==> config.mk <==
export PLATFORM = sky130hd
export DESIGN_NAME = lzc_expander_flat
export DESIGN_NICKNAME = d
export VERILOG_FILES = /design/src/rtl/lzc_expander_pkg.sv /design/src/rtl/lzc_expander_if.sv /design/src/rtl/lzc_expander_rshift_step.sv /design/src/rtl/lzc_expander.sv /design/src/flat_wrapper.sv
export SDC_FILE = /design/constraint.sdc
export NUM_CORES = 1
export LEC_CHECK = 0
export BUFFER_PORTS_ARGS = -buffer_cell sky130_fd_sc_hd__buf_2
export CAP_MARGIN = 10
export CORE_UTILIZATION = 45
export CTS_CLUSTER_SIZE = 12
export DETAILED_ROUTE_END_ITERATION = 10
export PLACE_DENSITY = 0.68
export SYNTH_ARGS = -nofsm -noshare
export SYNTH_HDL_FRONTEND = slang
export SYNTH_HIERARCHICAL = 1
export SYNTH_SLANG_ARGS = --single-unit
==> constraint.sdc <==
create_clock -name clk -period 5.8 [get_ports clk]
set_input_delay 0.29 -clock clk [delete_from_list [all_inputs] [get_ports clk]]
set_output_delay 0.29 -clock clk [all_outputs]
set_load 0.005 [all_outputs]
==> src/rtl/lzc_expander_pkg.sv <==
// Shared types and helpers for the leading-zero count / expand datapath.
package lzc_pkg;

    typedef enum logic [1:0] {IDLE, SHIFT, DONE} lzc_exp_state_t;

    function automatic int lzc_count_w(input int width);
        return $clog2(width);
    endfunction

endpackage

==> src/rtl/lzc_expander_if.sv <==
// Input-triple and result handshake bundle for lzc_expander.
interface lzc_expander_if #(
    parameter int WIDTH = 16,
    parameter int COUNT = $clog2(WIDTH)
);
    logic             in_valid;
    logic             in_ready;
    logic [WIDTH-1:0] in_mant;
    logic [COUNT-1:0] in_z;
    logic             in_n_v;
    logic             out_valid;
    logic             out_ready;
    logic [WIDTH-1:0] out_data;
    logic             out_err;

    modport master (
        output in_valid, in_mant, in_z, in_n_v, out_ready,
        input  in_ready, out_valid, out_data, out_err
    );

    modport slave (
        input  in_valid, in_mant, in_z, in_n_v, out_ready,
        output in_ready, out_valid, out_data, out_err
    );
endinterface

==> src/rtl/lzc_expander_rshift_step.sv <==
// One conditional right-shift step: by 2**k when the selected count bit is set.
module lzc_rshift_step #(
    parameter int WIDTH = 16,
    parameter int COUNT = 4
) (
    input  logic [WIDTH-1:0] acc_i,
    input  logic [COUNT-1:0] k_i,
    input  logic             zbit_i,
    output logic [WIDTH-1:0] acc_o
);
    logic [COUNT-1:0][WIDTH-1:0] shifted;
    logic [WIDTH-1:0]            sel;

    for (genvar i = 0; i < COUNT; i++) begin : g_sh
        localparam int SH = 1 << i;
        assign shifted[i] = acc_i >> SH;
    end

    always_comb begin
        sel = acc_i;
        for (int i = 0; i < COUNT; i++) begin
            if (k_i == COUNT'(i)) sel = shifted[i];
        end
    end

    assign acc_o = zbit_i ? sel : acc_i;
endmodule

==> src/rtl/lzc_expander.sv <==
// Sequential de-normalizer: rebuilds mant >> z over COUNT single-step cycles.
module lzc_expander
    import lzc_pkg::*;
#(
    parameter int WIDTH = 16
) (
    input  logic       clk,
    input  logic       rst,
    lzc_expander_if.slave bus
);
    localparam int COUNT = lzc_count_w(WIDTH);

    if (WIDTH < 2 || (WIDTH & (WIDTH - 1)) != 0) begin : g_bad_width
        $error("lzc_expander: WIDTH must be a power of 2 and >= 2");
    end

    lzc_exp_state_t   state_q, state_d;
    logic [WIDTH-1:0] acc_q, acc_d, acc_step;
    logic [COUNT-1:0] zreg_q, zreg_d;
    logic [COUNT-1:0] k_q, k_d;
    logic             err_q, err_d;
    logic             accept;

    lzc_rshift_step #(.WIDTH(WIDTH), .COUNT(COUNT)) u_step (
        .acc_i  (acc_q),
        .k_i    (k_q),
        .zbit_i (zreg_q[k_q]),
        .acc_o  (acc_step)
    );

    assign accept = (state_q == IDLE) && bus.in_valid;

    always_comb begin
        state_d = state_q;
        acc_d   = acc_q;
        zreg_d  = zreg_q;
        k_d     = k_q;
        err_d   = err_q;
        case (state_q)
            IDLE: if (accept) begin
                acc_d   = bus.in_n_v ? bus.in_mant : '0;
                zreg_d  = bus.in_z;
                err_d   = bus.in_n_v & ~bus.in_mant[WIDTH-1];
                k_d     = '0;
                state_d = bus.in_n_v ? SHIFT : DONE;
            end
            SHIFT: begin
                acc_d = acc_step;
                k_d   = k_q + 1'b1;
                if (k_q == COUNT'(COUNT - 1)) state_d = DONE;
            end
            DONE: if (bus.out_ready) state_d = IDLE;
            default: state_d = IDLE;
        endcase
    end

    always_ff @(posedge clk) begin
        if (rst) begin
            state_q <= IDLE;
            acc_q   <= '0;
            zreg_q  <= '0;
            k_q     <= '0;
            err_q   <= 1'b0;
        end else begin
            state_q <= state_d;
            acc_q   <= acc_d;
            zreg_q  <= zreg_d;
            k_q     <= k_d;
            err_q   <= err_d;
        end
    end

    // Outputs are gated to DONE so a stale result never leaks out of IDLE/SHIFT.
    assign bus.in_ready  = (state_q == IDLE) && !rst;
    assign bus.out_valid = (state_q == DONE);
    assign bus.out_data  = (state_q == DONE) ? acc_q : '0;
    assign bus.out_err   = (state_q == DONE) && err_q;
endmodule

==> src/flat_wrapper.sv <==
// flat-port wrapper written by rule: the top's interface ports become plain ports
module lzc_expander_flat import lzc_pkg::*;
#(
    parameter int WIDTH = 16
)
  (clk, rst, bus_in_valid, bus_in_mant, bus_in_z, bus_in_n_v, bus_out_ready, bus_in_ready, bus_out_valid, bus_out_data, bus_out_err);
  lzc_expander_if #(.WIDTH(WIDTH)) bus_i ();
  input  logic clk;
  input  logic rst;
  input wire logic [$bits(bus_i.in_valid)-1:0] bus_in_valid;
  input wire logic [$bits(bus_i.in_mant)-1:0] bus_in_mant;
  input wire logic [$bits(bus_i.in_z)-1:0] bus_in_z;
  input wire logic [$bits(bus_i.in_n_v)-1:0] bus_in_n_v;
  input wire logic [$bits(bus_i.out_ready)-1:0] bus_out_ready;
  output wire logic [$bits(bus_i.in_ready)-1:0] bus_in_ready;
  output wire logic [$bits(bus_i.out_valid)-1:0] bus_out_valid;
  output wire logic [$bits(bus_i.out_data)-1:0] bus_out_data;
  output wire logic [$bits(bus_i.out_err)-1:0] bus_out_err;
  assign bus_i.in_valid = bus_in_valid;
  assign bus_i.in_mant = bus_in_mant;
  assign bus_i.in_z = bus_in_z;
  assign bus_i.in_n_v = bus_in_n_v;
  assign bus_i.out_ready = bus_out_ready;
  assign bus_in_ready = bus_i.in_ready;
  assign bus_out_valid = bus_i.out_valid;
  assign bus_out_data = bus_i.out_data;
  assign bus_out_err = bus_i.out_err;
  lzc_expander #(.WIDTH(WIDTH)) u_core (.clk(clk), .rst(rst), .bus(bus_i));
endmodule
==> run metrics <==
result of the run=finished with violations; violated checks=design-rule violations; clock root buffer=sky130_fd_sc_hd__clkbuf_8; 1st-pass router iterations=7; I/O pins=44; final clock period utilization by the worst path=between 50% and 60%; Final Instance Count excl. Fillers=about 360; largest driver fanout on the critical path=32; Setup TNS=0 ns; Synth Area in XOR/XNOR=0%; most frequent cells in the layout=sky130_fd_sc_hd__buf_2 (43), sky130_fd_sc_hd__and2_1 (34), sky130_fd_sc_hd__nor2_1 (34), sky130_fd_sc_hd__o22ai_1 (28), sky130_fd_sc_hd__dfxtp_1 (27); Post-Syn Instances=approximately 280; Pwr per Cell Area=211.9 nW/um^2; via count=2,231; number of design-rule violations left by the first detailed-router iteration=approximately 300; via count of the first global-routing pass=around 2,000; post-synthesis mux area share=3.962%; slowest stage delay, CP=1.03 ns; Die Outline Area=4980 um^2; depth of the CTS H-tree=1; cell-by-cell listing of the critical path=mux4_2, nand4_1, o22ai_1, a31oi_1, o22ai_1, a211oi_1; Skew-Pair Late Insertion Delay=0.28 ns; final core occ=around half; layout cells sized above 1=19.54%; Worst VDD drop=114.0 uV; number of I/O port buffers=43; count of unique library cells instantiated by Yosys=40; endpoints failing setup=0; DRC=6; effective utilization at floorplan=47.61%; clock tree from TritonCTS=done; final slew viol count=0; post-layout net count=between 300 and 400; number of fill cells in the layout=463; final HPWL from detailed placement=3930 um; number of max-capacitance violations reported=0; Min Clock Period, post-route=3.015 ns; number of buffers added by the clock tree synthesis step=3; crit end category=flop; class of the worst hold path=input pin to flop; Layout Area Growth over Synthesis=9.225%; ys flop type=sky130_fd_sc_hd__dfxtp_1; Post-CTS Setup Inserts=0; antenna fix cells=0; net count after synthesis=310; normalized max-slew margin=30.48%; die span in x=a little over 70 um; Antenna Violating Nets Remaining=0; initial antenna violation count=0; combinational family with the most area after synthesis=compound AO/OA/AOI/OAI gates; syn avg cell area=~7.4 um^2; compound-gate portion of the synthesized area=about 32%; most common library cell in the layout ignoring fill and taps=sky130_fd_sc_hd__buf_2; cell leakage power=0.0009411 uW; Routed Wire Length=6052 um; maximum number of pins on one net before global-route repair=33; CTS hold repair buffers=0; Slew @ Worst Pin=roughly 1.0 ns; Placement Rows=24; number of synthesis warnings=6; count of cells resized by post-cts repair=0; launching element type of the critical path=flop; cell area after synthesis=2116 um^2; adder-cell area share of the yosys netlist=0.5914%; proportion of synthesized chip area in sequential cells=approximately a quarter; Congestion Overflow GR=0; wire length of the first global-routing pass=10,210 um; EDFF count, synth=0; placeable core area=about 4400 um^2; total routing usage reported by global routing=between 20% and 30%; RSZ-0062 raised after global routing=false; clock slew at the register clock pins of the worst setup and hold paths=around 0.10 ns; worst clock skew=0.002315 ns; post-synthesis async set-or-reset flop share=0%; drt via density=slightly above 6; count of placed standard cells including taps=approximately 360; slowest stage cell, crit path=sky130_fd_sc_hd__dfxtp_1; simple-gate area share of the yosys netlist=29.27%; critical path's most frequent cell=sky130_fd_sc_hd__o22ai_1; CTS sink count=27; gp weighted congestion=roughly 0.90; post-synthesis register bit count=27; data arrival time of the critical path=between 3 and 4 ns; detailed-route wire length per cell=16.86 um; maximum clock path buffer count=2; maximum frequency from static timing analysis=about 0.33 GHz; Critical Path RT=6.01 ns; category of the critical setup timing path=flop to flop; die span in y=a little over 70 um; final hold violation count=0
metal layers:
metal | track usage (%) | wire length, um | vias up
met5 | 0 | 0 | -
met3 | 2.279 | 312 | 12
met4 | 9.556 | 112 | 0
met1 | 37.68 | 2994 | 1050
li1 | - | - | 1087
met2 | 38.83 | 2633 | 82
power breakdown:
part	total, uW	internal [uW]	switching, uW
clock network	118	49.1	68.7
logic	138	64.6	73.3
registers	234	202	32.1
through the flow:
step / setup WS, ns / power [uW] / instance area, um^2 / hold WS (ns)
2_1_floorplan: 3.879 / 338.0 / 2116 / 0.4369
6_report: 2.785 / 489.6 / 2311 / 0.2324
3_5_place_dp: 2.858 / 372.8 / 2262 / 0.4789
4_1_cts: 2.838 / 489.2 / 2311 / 0.2319
3_3_place_gp: 2.909 / 370.8 / 2262 / 0.4633
5_1_grt: 2.517 / 517.7 / 2311 / 0.2355
flip-flops by register name (all words and copies together), names as in the netlist:
name	count
u_core/acc_q	16
u_core/k_q	4
u_core/state_q	2
u_core/err_q	1
u_core/zreg_q	4
final cells by class:
class	instances	area, um^2	area share [%]
multi-input combinational	224	1401	60.64
sequential	27	540.5	23.39
timing repair buffer	44	222.7	9.637
tap	52	65.06	2.815
clock buffer	3	41.29	1.787
inverter	8	32.53	1.408
clock inverter	1	7.507	0.3249
Yosys cell counts, drive strengths merged, types with 3 or more instances:
master	n	share of area [%]
a211o	8	3.3
a211oi	17	6.0
a21oi	4	0.95
a221oi	4	2.8
a31oi	10	3.0
and2	34	10
buf	15	4.8
clkbuf	10	1.8
dfxtp	27	26
inv	8	1.5
mux2i	5	2.4
nand2	11	2.0
nand2b	8	2.4
nand3	4	0.95
nor2	34	6.0
nor2b	3	0.89
nor3	13	3.5
nor3b	3	1.8
o21ai	23	5.4
o22ai	28	8.3
o31ai	3	1.1
cells by family after synthesis:
| group | count (synthesis) |
|---|---|
| buf+inv | 33 |
| flops | 27 |
| simple gates | 115 |
| compound gates | 101 |
| mux | 7 |
| fa+ha+maj | 1 |
critical path, delay by kind of cell (launching register included):
kind             cells  cell delay, ns
flip-flops           1            1.03
multiplexers         1            0.84
AO/OA/AOI/OAI        4            0.69
AND/OR/NAND/NOR      1            0.37
final timing paths:
kind / slack [ns] / startpoint / end / cells after the start
setup / recovery: 2.78 / u_core/k_q[0]$_SDFFE_PP0P_ / u_core/acc_q[0]$_SDFFE_PP0P_ / 6
hold / removal: 0.23 / bus_in_z[0] / u_core/zreg_q[0]$_SDFFE_PP0P_ / 3
setup reg to reg: 2.78 / u_core/k_q[0]$_SDFFE_PP0P_ / u_core/acc_q[0]$_SDFFE_PP0P_ / 6
hold reg to reg: 0.50 / u_core/err_q$_SDFFE_PP0P_ / u_core/err_q$_SDFFE_PP0P_ / 2
Note: power is estimated with default switching activity, not from simulation.
